File: src/rtl/inst_queue.sv
// inst_queue: circular-buffer instruction queue between fetch and dispatch.
// Holds {pc, inst} packets plus a prediction bit, presents the head entry
// combinationally, and tags each dispatched instruction with a 16-bit age
// that survives flushes so ages stay monotonic across mispredicts.
module inst_queue #(
  parameter int DEPTH = 16,
  parameter int WIDTH = 64
) (
  input  logic             clk,
  input  logic             rst,
  input  logic             enq_valid,
  input  logic [WIDTH-1:0] enq_packet,
  input  logic             enq_pred,
  output logic             full,
  input  logic             deq_ready,
  output logic             valid_inst,
  output logic [WIDTH-1:0] queue_packet,
  output logic             branch_pred,
  output logic [15:0]      age,
  input  logic             flush
);

  localparam int PW = $clog2(DEPTH);
  localparam int CW = PW + 1;
  localparam logic [CW-1:0] DEPTH_C = CW'(DEPTH);

  logic [PW-1:0]    head_q, head_d;
  logic [PW-1:0]    tail_q, tail_d;
  logic [CW-1:0]    count_q, count_d;
  logic [15:0]      age_q, age_d;
  logic [WIDTH-1:0] pkt_mem_q [DEPTH];
  logic [DEPTH-1:0] pred_mem_q;
  logic             enq_fire_s;
  logic             deq_fire_s;

  // Status comes from the registered count only, so a same-cycle pop never
  // frees a slot for a same-cycle push.
  assign full       = (count_q == DEPTH_C);
  assign valid_inst = (count_q != {CW{1'b0}});

  // Flush wins over both ports; accepted transfers are squashed with it.
  assign enq_fire_s = enq_valid && !full && !flush;
  assign deq_fire_s = deq_ready && valid_inst && !flush;

  // Head-entry read port; contents are meaningless while valid_inst is low.
  assign queue_packet = pkt_mem_q[head_q];
  assign branch_pred  = pred_mem_q[head_q];
  assign age          = age_q;

  // Next-state for pointers, occupancy and the dispatch age counter.
  always_comb begin
    head_d  = head_q;
    tail_d  = tail_q;
    count_d = count_q;
    age_d   = age_q;
    if (flush) begin
      head_d  = {PW{1'b0}};
      tail_d  = {PW{1'b0}};
      count_d = {CW{1'b0}};
    end else begin
      if (enq_fire_s) begin
        tail_d = tail_q + PW'(1);
      end else begin
        tail_d = tail_q;
      end
      if (deq_fire_s) begin
        head_d = head_q + PW'(1);
        age_d  = age_q + 16'd1;
      end else begin
        head_d = head_q;
        age_d  = age_q;
      end
      case ({enq_fire_s, deq_fire_s})
        2'b10:   count_d = count_q + CW'(1);
        2'b01:   count_d = count_q - CW'(1);
        default: count_d = count_q;
      endcase
    end
  end

  // Control state register; reset clears occupancy and age immediately.
  always_ff @(posedge clk or negedge rst) begin
    if (!rst) begin
      head_q  <= {PW{1'b0}};
      tail_q  <= {PW{1'b0}};
      count_q <= {CW{1'b0}};
      age_q   <= 16'h0000;
    end else begin
      head_q  <= head_d;
      tail_q  <= tail_d;
      count_q <= count_d;
      age_q   <= age_d;
    end
  end

  // Packet storage is written at the tail and never needs clearing.
  always_ff @(posedge clk) begin
    if (enq_fire_s) begin
      pkt_mem_q[tail_q]  <= enq_packet;
      pred_mem_q[tail_q] <= enq_pred;
    end
  end

endmodule

File: config.mk
export PLATFORM = sky130hd
export DESIGN_NAME = inst_queue
export DESIGN_NICKNAME = d
export VERILOG_FILES = /design/src/rtl/inst_queue.sv
export SDC_FILE = /design/constraint.sdc
export NUM_CORES = 1
export LEC_CHECK = 0
export CORE_MARGIN = 3
export CORE_UTILIZATION = 25
export DETAILED_ROUTE_END_ITERATION = 10
export GPL_ROUTABILITY_DRIVEN = 0
export MAX_ROUTING_LAYER = met4
export SLEW_MARGIN = 20
export SYNTH_ARGS = -nofsm -noshare
export SYNTH_HDL_FRONTEND = slang
export SYNTH_SLANG_ARGS = --single-unit
File: constraint.sdc
create_clock -name clk -period 6.2 [get_ports clk]
set_input_delay 1.24 -clock clk [delete_from_list [all_inputs] [get_ports clk]]
set_output_delay 1.24 -clock clk [all_outputs]
set_load 0.01 [all_outputs]
==> flow_summary.yaml, run 1 <==
run_status:
  outcome: "finished, final reports clean"
clocking:
  cts_setup_buffers: 0
  worst_setup_hold_path_clk_slew_ps: 60
  cts_resized: 0
  cts.sinks: 1069
  cts_tree: "built"
  ctsHoldBuffers: 0
  clk_latency_ps: 690
  root_buffer: "clkbuf_16"
  h-tree-depth: 3
  cts_buffers: 106
  cts_buffer_depth: 3
setup_path:
  max_stage_delay_ps: 730
  worst_path_max_delay_cell: "o21ai_0"
  crit_top_cell: "buf_4"
  r2r_slack_ps: 3030
  cp-end-kind: "primary output"
  startpoint_type: "register"
  path_class: "register to primary output"
  cp_data_arrival_time_ps: 4170
  ff2ff_path_depth: 10
  critPathRequiredTime_ps: 4960
  crit_chain: "buf_4 > buf_4 > mux4_2 > a21oi_1 > o21ai_0 > clkdlybuf4s50_1"
  r2r-end: "count_q[4]$_DFFE_PN0P_"
  r2r-start: "count_q[0]$_DFFE_PN0P_"
  cp_max_fo: 43
floorplanning:
  row_count: 147
  initial_core_util_pct: 25.3
  io_pins: 153
  core_area_um2: 161000
  die_area_um2: 168000
  die_h_um: 410
  die_w_um: 410
synth:
  synth_most_common_cell: "edfxtp_1"
  netlist_top_cells_area: "edfxtp_1 (77%), mux4_2 (11%), mux2i_1 (3.2%)"
  synth_common_cells: "edfxtp_1 (1040), mux4_2 (195), mux2i_1 (131)"
  synth_top_area_share_pct: 76.5
  synth_cells: 1904
  synth_top_cell_by_area: "edfxtp_1"
  ys_ff_latch: 1069
  ys_types: 44
  ys.flop_type: "edfxtp_1"
  async_flop_share_pct: 2.71
  syn_area_per_cell_um2: 21.4
  synth_area_um2: 40800
  yosysSeqAreaShare_pct: 78.3
  synth_nets: 1984
  ys_warn_count: 0
  synth_edf_count: 1040
drt:
  finalWirelength_mm: 103
  vias: 20000
  wl_per_cell_um: 23.5
  drc: 0
  postRouteAntennaNets: 0
  viasPerCell: 4.57
  drtIter0Drc: 2112
  firstDrtPassIters: 5
job:
  max_cap_viol_count: 0
sta:
  relSlewSlack_pct: 35.0
  rsz0062_at_grt: "false"
  fin_ws_ps: 789
  fmax_mhz: 185
  setup_viol: 0
  fin_worst_skew_ps: 31.0
  whs_ps: 487
  post-route-period-util_pct: 87.3
  tns_ps: 0
  fin_crit_ps: 5410
  final-hold-violation-count: 0
  worst_pin_slew_ps: 966
  drv_slew: 0
grt:
  grt_antenna_before_repair: 19
  gr-usage-all-layers_pct: 12.4
  grt-ovfl-total: 0
  grt_pass1_wl_mm: 149
  grt_max_degree: 118
  grt_pass1_vias: 20400
placed_design:
  place_ws_ps: 1430
  port_buffers: 152
  placed_cells: 4174
  dpl.hpwl_mm: 57.1
final_layout:
  fillers: 15500
  num-nets-final: 2202
  multi_input_area_um2: 8460
  drive_gt1_share_pct: 20.4
  final-seq-area_um2: 32000
  area_growth_pct: 19.6
  final_cells: 4383
pwr:
  peakVddDrop_uv: 236
  cellPowerDensity_nw_per_um2: 368
  design_power_total_mw: 17.9
  power.leakage_nw: 14.8
min_path:
  worstHoldPathType: "register to register"
  worstHoldPathCells: 1
  hold_path_end: "age[9]$_DFFE_PN0P_"
  min-delay-start: "age[9]$_DFFE_PN0P_"
[logic make-up (layout without fill, tap and decap cells)]
group / Yosys count / count (layout) / synth area share (%)
DFF: 1069 / 1069 / 78.3
buffers and inverters: 114 / 423 / 1.27
xor gates and xnor gates: 23 / 23 / 0.494
other: 0 / 10 / 0
muxes: 332 / 332 / 14.1
adders and majority gates: 10 / 10 / 0.325
and+or+nand+nor: 82 / 82 / 1.02
AOI/OAI and AO/OA: 274 / 274 / 4.43
[layout make-up]
cell class                      count  area share [%]
Sequential cell                  1069            65.5
Multi-Input combinational cell    721            17.3
Inverter                            8          0.0641
Timing Repair Buffer              216            4.50
Clock buffer                      134            5.84
Antenna cell                       10          0.0513
Tap cell                         2160            5.54
Clock inverter                     65            1.14
[flip-flops by register name (all words and copies together) (netlist names)]
signal      count
tail_q          4
pkt_mem_q    1024
count_q         5
head_q          4
pred_mem_q     16
age            16
[power by group]
part,leakage [nW],internal (mW),switching [mW]
clock,1.66,3.56,2.70
combinational,3.42,1.77,1.78
sequential,9.75,8.05,0.0916
total,14.8,13.4,4.57
[per-stage QoR]
stage | instance area (um2) | util, %
floorplan | 40800 | -
global placement | 45400 | 28.1
detailed placement | 45400 | 28.1
CTS | 48800 | 30.2
global route | 48800 | 30.2
finish | 48800 | 30.2
[worst max path at each step]
stage,from,to,cells past startpoint
after floorplan,enq_valid,pkt_mem_q[0][0]$_DFFE_PP_,4
after global placement,head_q[1]$_DFFE_PN0P_,queue_packet[7],6
after detailed placement,head_q[1]$_DFFE_PN0P_,queue_packet[7],6
after CTS,head_q[1]$_DFFE_PN0P_,queue_packet[7],6
after global routing,head_q[1]$_DFFE_PN0P_,queue_packet[7],6
final,head_q[1]$_DFFE_PN0P_,queue_packet[7],6
[worst max-delay path: cells and delay by family (launching register included)]
family	cells	cell delay [ps]
compound gates	2	790
flops	1	450
mux	1	330
buf+inv	3	1860
[cells in the final DEF (no fill, tap or decap), types with 7 or more instances in the layout]
cell,n
nand3_1,7
nand2b_1,7
a22oi_1,65
bufinv_16,7
dfrtp_1,26
ha_1,9
buf_12,15
xor2_1,9
buf_4,48
nor2_4,15
clkdlybuf4s50_1,152
clkinvlp_4,7
mux4_2,195
clkinv_1,20
clkbuf_16,109
diode_2,10
a221oi_1,65
xnor2_1,14
nor2_1,16
nand2_1,13
a21oi_1,70
edfxtp_1,1040
clkbuf_1,22
clkinv_2,24
o21ai_0,65
mux2i_1,131
[layer usage]
metal / vias up / routed length [um] / part of all wire (%) / track usage, %
met5: - / 0 / 0 / -
met3: 134 / 6560 / 6.4 / 2.58
li1: 8480 / - / - / -
met4: 0 / 1800 / 1.7 / 2.85
met2: 658 / 50500 / 49 / 19.8
met1: 10800 / 44100 / 43 / 16.2
(Power assumes the default switching activity.)
==> run 2: changes to the inputs <==
--- a/config.mk
+++ b/config.mk
@@ -5,6 +5,8 @@
 export SDC_FILE = /design/constraint.sdc
 export NUM_CORES = 1
 export LEC_CHECK = 0
+export ABC_AREA = 1
+export CAP_MARGIN = 15
 export CORE_MARGIN = 3
 export CORE_UTILIZATION = 25
 export DETAILED_ROUTE_END_ITERATION = 10
==> flow_summary.yaml, run 2 <==
run_status:
  outcome: "finished, final reports clean"
pwr:
  p_sw_share_pct: 30.2
  design_power_total_mw: 18.1
  cellPowerDensity_nw_per_um2: 366
  comb_power_share_pct: 21.9
  peakVddDrop_uv: 315
  power.leakage_nw: 15.9
  power.internal_mw: 12.6
  pwr-share-clk_pct: 33.0
  p_seq_share_pct: 45.2
  power.switching_mw: 5.47
grt:
  grt-ovfl-total: 0
  grt_pass1_wl_mm: 172
  grt_pass1_vias: 25000
  gr-usage-all-layers_pct: 13.6
  grt_max_degree: 208
  grt_antenna_before_repair: 21
clocking:
  cts_buffer_depth: 3
  cts_resized: 0
  cts.sinks: 1069
  root_buffer: "clkbuf_16"
  cts_tree: "built"
  h-tree-depth: 3
  cts_setup_buffers: 0
  clk_latency_ps: 730
  ctsHoldBuffers: 0
  cts_buffers: 102
  worst_setup_hold_path_clk_slew_ps: 60
synth:
  ys_ff_latch: 1069
  synth_top_family_by_area: "simple AND/OR/NAND/NOR gates"
  muxShareOfSynthArea_pct: 0
  synth_adder_area_share_pct: 0.315
  synth_top_area_share_pct: 74.1
  async_flop_share_pct: 2.71
  synth_edf_count: 1040
  synth_top_cell_by_area: "edfxtp_1"
  synth-xor-area-share_pct: 0.270
  netlist_top_cells_area: "edfxtp_1 (74%), nand2_1 (5.9%), nand3_1 (2.9%)"
  ys_types: 32
  synth-simple-area-share_pct: 12.9
  synth_area_um2: 42200
  ys_warn_count: 0
  yosysSeqAreaShare_pct: 75.8
  synth_most_common_cell: "edfxtp_1"
  synth_compound_gate_area_share_pct: 7.26
  synth_cells: 3233
  syn_area_per_cell_um2: 13.0
  synth_common_cells: "edfxtp_1 (1040), nand2_1 (658), nor2_1 (268)"
  ys.flop_type: "edfxtp_1"
  synth_nets: 3313
placed_design:
  place_area_um2: 46200
  port_buffers: 152
  dpl.hpwl_mm: 61.1
setup_path:
  cp_data_arrival_time_ps: 3830
  r2r-start: "count_q[1]$_DFFE_PN0P_"
  r2r-end: "pkt_mem_q[11][27]$_DFFE_PP_"
  cp_max_fo: 207
  path_class: "register to primary output"
  ff2ff_path_depth: 7
  r2r_slack_ps: 3240
  max_stage_delay_ps: 760
  crit_chain: "buf_12 > o21ai_0 > o211ai_1 > nand4_1 > nand2_1 > clkdlybuf4s50_1"
  cp-end-kind: "primary output"
  worst_path_max_delay_cell: "dfrtp_4"
  startpoint_type: "register"
  critPathRequiredTime_ps: 4960
floorplanning:
  die_w_um: 417
  die_h_um: 417
  die_area_um2: 174000
  io_pins: 153
  core_area_um2: 167000
  initial_core_util_pct: 25.2
  row_count: 150
drt:
  drc: 0
  vias: 25800
  firstDrtPassIters: 8
  viasPerCell: 4.57
  finalWirelength_mm: 117
  drtIter0Drc: 2352
  postRouteAntennaNets: 0
  wl_per_cell_um: 20.8
final_layout:
  top_register: "pkt_mem_q"
  num-nets-final: 3430
  area_growth_pct: 17.3
  design_area_um2: 49400
  fillers: 16800
  final_common_cell: "edfxtp_1"
  largest_reg_flops: 1024
  layout_common_cells: "edfxtp_1 (1040), nand2_1 (658), nor2_1 (252)"
  drive_gt1_share_pct: 6.91
  utilization_pct: 29.5
sta:
  fin_crit_ps: 5070
  rsz0062_at_grt: "false"
  tns_ps: 0
  setup_viol: 0
  drv_slew: 0
  worst_pin_slew_ps: 1170
  final-hold-violation-count: 0
  post-route-period-util_pct: 81.7
  relSlewSlack_pct: 22.0
  fin_worst_skew_ps: 58.6
  fmax_mhz: 197
min_path:
  worstHoldPathType: "register to register"
  min-delay-start: "age[15]$_DFFE_PN0P_"
  hold_path_end: "age[15]$_DFFE_PN0P_"
  worstHoldPathCells: 2
job:
  max_cap_viol_count: 0
==> run 2: per-layer routing <==
layer	GRT usage (%)	up-vias	wire length, um
li1	-	12000	-
met1	16.6	12900	48800
met2	23.1	753	59300
met3	2.36	164	6390
met4	4.12	0	2780
met5	-	-	0
==> run 2: final cells by class <==
cell class                      instances  area [um2]  area share [%]
Sequential cell                      1069       32000            64.7
Multi-Input combinational cell       1868        8880            18.0
Tap cell                             2204        2760            5.58
Clock buffer                          120        2620            5.30
Timing Repair Buffer                  213        2240            4.54
Clock inverter                         65         544            1.10
Inverter                               96         389           0.787
Antenna cell                           14        35.0          0.0709
==> run 2: how the worst max path moves through the flow <==
stage,from,endpoint,cells past startpoint
floorplan,flush,pkt_mem_q[0][0]$_DFFE_PP_,5
global placement,head_q[0]$_DFFE_PN0P_,queue_packet[12],9
detailed placement,head_q[0]$_DFFE_PN0P_,queue_packet[2],9
CTS,head_q[0]$_DFFE_PN0P_,queue_packet[2],9
global route,head_q[0]$_DFFE_PN0P_,queue_packet[42],9
finish,head_q[0]$_DFFE_PN0P_,queue_packet[47],6
==> run 2: power by group through the flow <==
| stage | Clock, mW | Sequential [mW] | Combinational [mW] |
|---|---|---|---|
| after floorplan | 0 | 8.28 | 2.49 |
| after global routing | 6.40 | 8.18 | 4.39 |
| after CTS | 6.10 | 8.17 | 4.05 |
| after global placement | 0 | 8.32 | 4.00 |
| final | 5.97 | 8.17 | 3.95 |
| after detailed placement | 0 | 8.32 | 4.03 |
==> run 2: per-stage QoR <==
step	instances	setup slack, ps	hold WS (ps)
final	5649	1130	507
after global routing	5648	945	550
after CTS	5635	1080	520
after detailed placement	5450	1860	509
after global placement	5450	1880	485
after floorplan	3233	1320	478
==> run 2: logic make-up after synthesis <==
kind of cell,after synthesis
AOI/OAI and AO/OA,553
xor gates and xnor gates,13
adders and majority gates,10
buffers and inverters,296
DFF,1069
and+or+nand+nor,1292
==> run 2: critical path: cells and delay by family (launching register included) <==
kind	cells	cell delay, ps
compound gates	2	410
simple gates	2	430
buf+inv	2	1120
flops	1	760
==> run 3: changes to the inputs <==
==> constraint.sdc (replaced) <==
create_clock -name clk -period 4.53 [get_ports clk]
set_input_delay 0.906 -clock clk [delete_from_list [all_inputs] [get_ports clk]]
set_output_delay 0.906 -clock clk [all_outputs]
set_load 0.01 [all_outputs]
==> flow_summary.yaml, run 3 (same netlist as run 2, synthesis figures left out) <==
run_status:
  outcome: "finished, final reports clean"
final_layout:
  utilization_pct: 29.8
  layout_common_cells: "edfxtp_1 (1040), nand2_1 (658), nor2_1 (252)"
  final_common_cell: "edfxtp_1"
  largest_reg_flops: 1024
  top_register: "pkt_mem_q"
  num-nets-final: 3452
  drive_gt1_share_pct: 7.13
  design_area_um2: 49900
  area_growth_pct: 18.3
setup_path:
  cp-end-kind: "primary output"
  cp_max_fo: 37
  startpoint_type: "register"
  critPathRequiredTime_ps: 3620
  r2r_slack_ps: 1800
  cp_data_arrival_time_ps: 3450
  path_class: "register to primary output"
drt:
  firstDrtPassIters: 5
  wl_per_cell_um: 20.7
  vias: 26200
  drc: 0
  drtIter0Drc: 2441
  finalWirelength_mm: 118
  viasPerCell: 4.62
  postRouteAntennaNets: 0
clocking:
  cts_tree: "built"
  root_buffer: "clkbuf_16"
  cts_buffers: 98
  worst_setup_hold_path_clk_slew_ps: 60
  cts.sinks: 1069
  h-tree-depth: 3
  ctsHoldBuffers: 0
  cts_buffer_depth: 3
  clk_latency_ps: 700
sta:
  post-route-period-util_pct: 96.1
  fin_crit_ps: 4350
  relSlewSlack_pct: 33.1
  fin_worst_skew_ps: 24.4
  tns_ps: 0
  rsz0062_at_grt: "false"
  setup_viol: 0
  final-hold-violation-count: 0
  worst_pin_slew_ps: 1000
  fmax_mhz: 230
  drv_slew: 0
job:
  max_cap_viol_count: 0
pwr:
  design_power_total_mw: 24.7
  pwr-share-clk_pct: 32.0
  p_seq_share_pct: 45.2
  p_sw_share_pct: 30.0
  power.switching_mw: 7.42
  power.internal_mw: 17.3
  power.leakage_nw: 16.1
  peakVddDrop_uv: 343
  comb_power_share_pct: 22.7
  cellPowerDensity_nw_per_um2: 496
placed_design:
  dpl.hpwl_mm: 61.6
  port_buffers: 152
  place_area_um2: 46800
floorplanning:
  row_count: 150
  die_w_um: 417
  io_pins: 153
  die_h_um: 417
  core_area_um2: 167000
  die_area_um2: 174000
  initial_core_util_pct: 25.2
grt:
  grt_pass1_wl_mm: 172
  gr-usage-all-layers_pct: 13.5
  grt-ovfl-total: 0
  grt_antenna_before_repair: 19
  grt_pass1_vias: 25200
  grt_max_degree: 178
min_path:
  worstHoldPathType: "register to register"
run 3: layout make-up:
cell class	instances	area, um2
multi-input cells	1868	8880
repair buffers	239	2840
fillers	16700	118000
flip-flops and latches	1069	32000
clock inverters	44	404
diodes	14	35.0
inverters	96	402
clock buffers	133	2600
well taps	2204	2760
run 3: path summary, 6_finish.rpt:
kind	startpoint	to	cells past startpoint
worst min register to register	age[15]$_DFFE_PN0P_	age[15]$_DFFE_PN0P_	2
worst max register to register	count_q[1]$_DFFE_PN0P_	pkt_mem_q[7][37]$_DFFE_PP_	7
worst min-delay path	age[15]$_DFFE_PN0P_	age[15]$_DFFE_PN0P_	2
max in group asynchronous	rst	head_q[3]$_DFFE_PN0P_	2
worst max-delay path	head_q[1]$_DFFE_PN0P_	queue_packet[35]	7
min in group asynchronous	rst	count_q[4]$_DFFE_PN0P_	1
run 3: what timing repair did:
item / 4_1_cts / 5_1_grt
gates cloned: 0 / 1
setup buffers: 0 / 4
gates resized for setup: 1 / 3
endpoints found under the setup margin: 8 / 8
run 3: power groups by stage:
| stage | sequential, mW | combinational (mW) | clock, mW |
|---|---|---|---|
| 2_1_floorplan | 11.3 | 3.41 | 0 |
| 3_5_place_dp | 11.4 | 5.65 | 0 |
| 5_1_grt | 11.2 | 6.23 | 8.47 |
| 3_3_place_gp | 11.4 | 5.61 | 0 |
| 6_report | 11.2 | 5.62 | 7.93 |
| 4_1_cts | 11.2 | 5.67 | 8.11 |
run 3: metrics by stage:
stage | hold slack, ps | setup WS, ps | cells
detailed placement | 495 | 752 | 5471
CTS | 517 | 71.7 | 5648
global placement | 486 | 749 | 5471
finish | 508 | 176 | 5667
global route | 540 | 36.7 | 5667
floorplan | 478 | -20.4 | 3233
run 3: critical path: stages, from the launching register on:
cell             delay, ps
dfrtp_4                720
nand2_1                200
inv_6                  420
buf_4                  490
nand3_1                130
nand4_1                150
nand2_1                 90
clkdlybuf4s50_1        490
run 3: layer usage:
layer / GRT usage [%] / routed length [um] / up-vias
met3: 2.11 / 6540 / 161
met1: 16.6 / 49400 / 13200
met4: 4.10 / 2590 / 0
met5: - / 0 / -
met2: 23.0 / 59000 / 782
li1: - / - / 12100
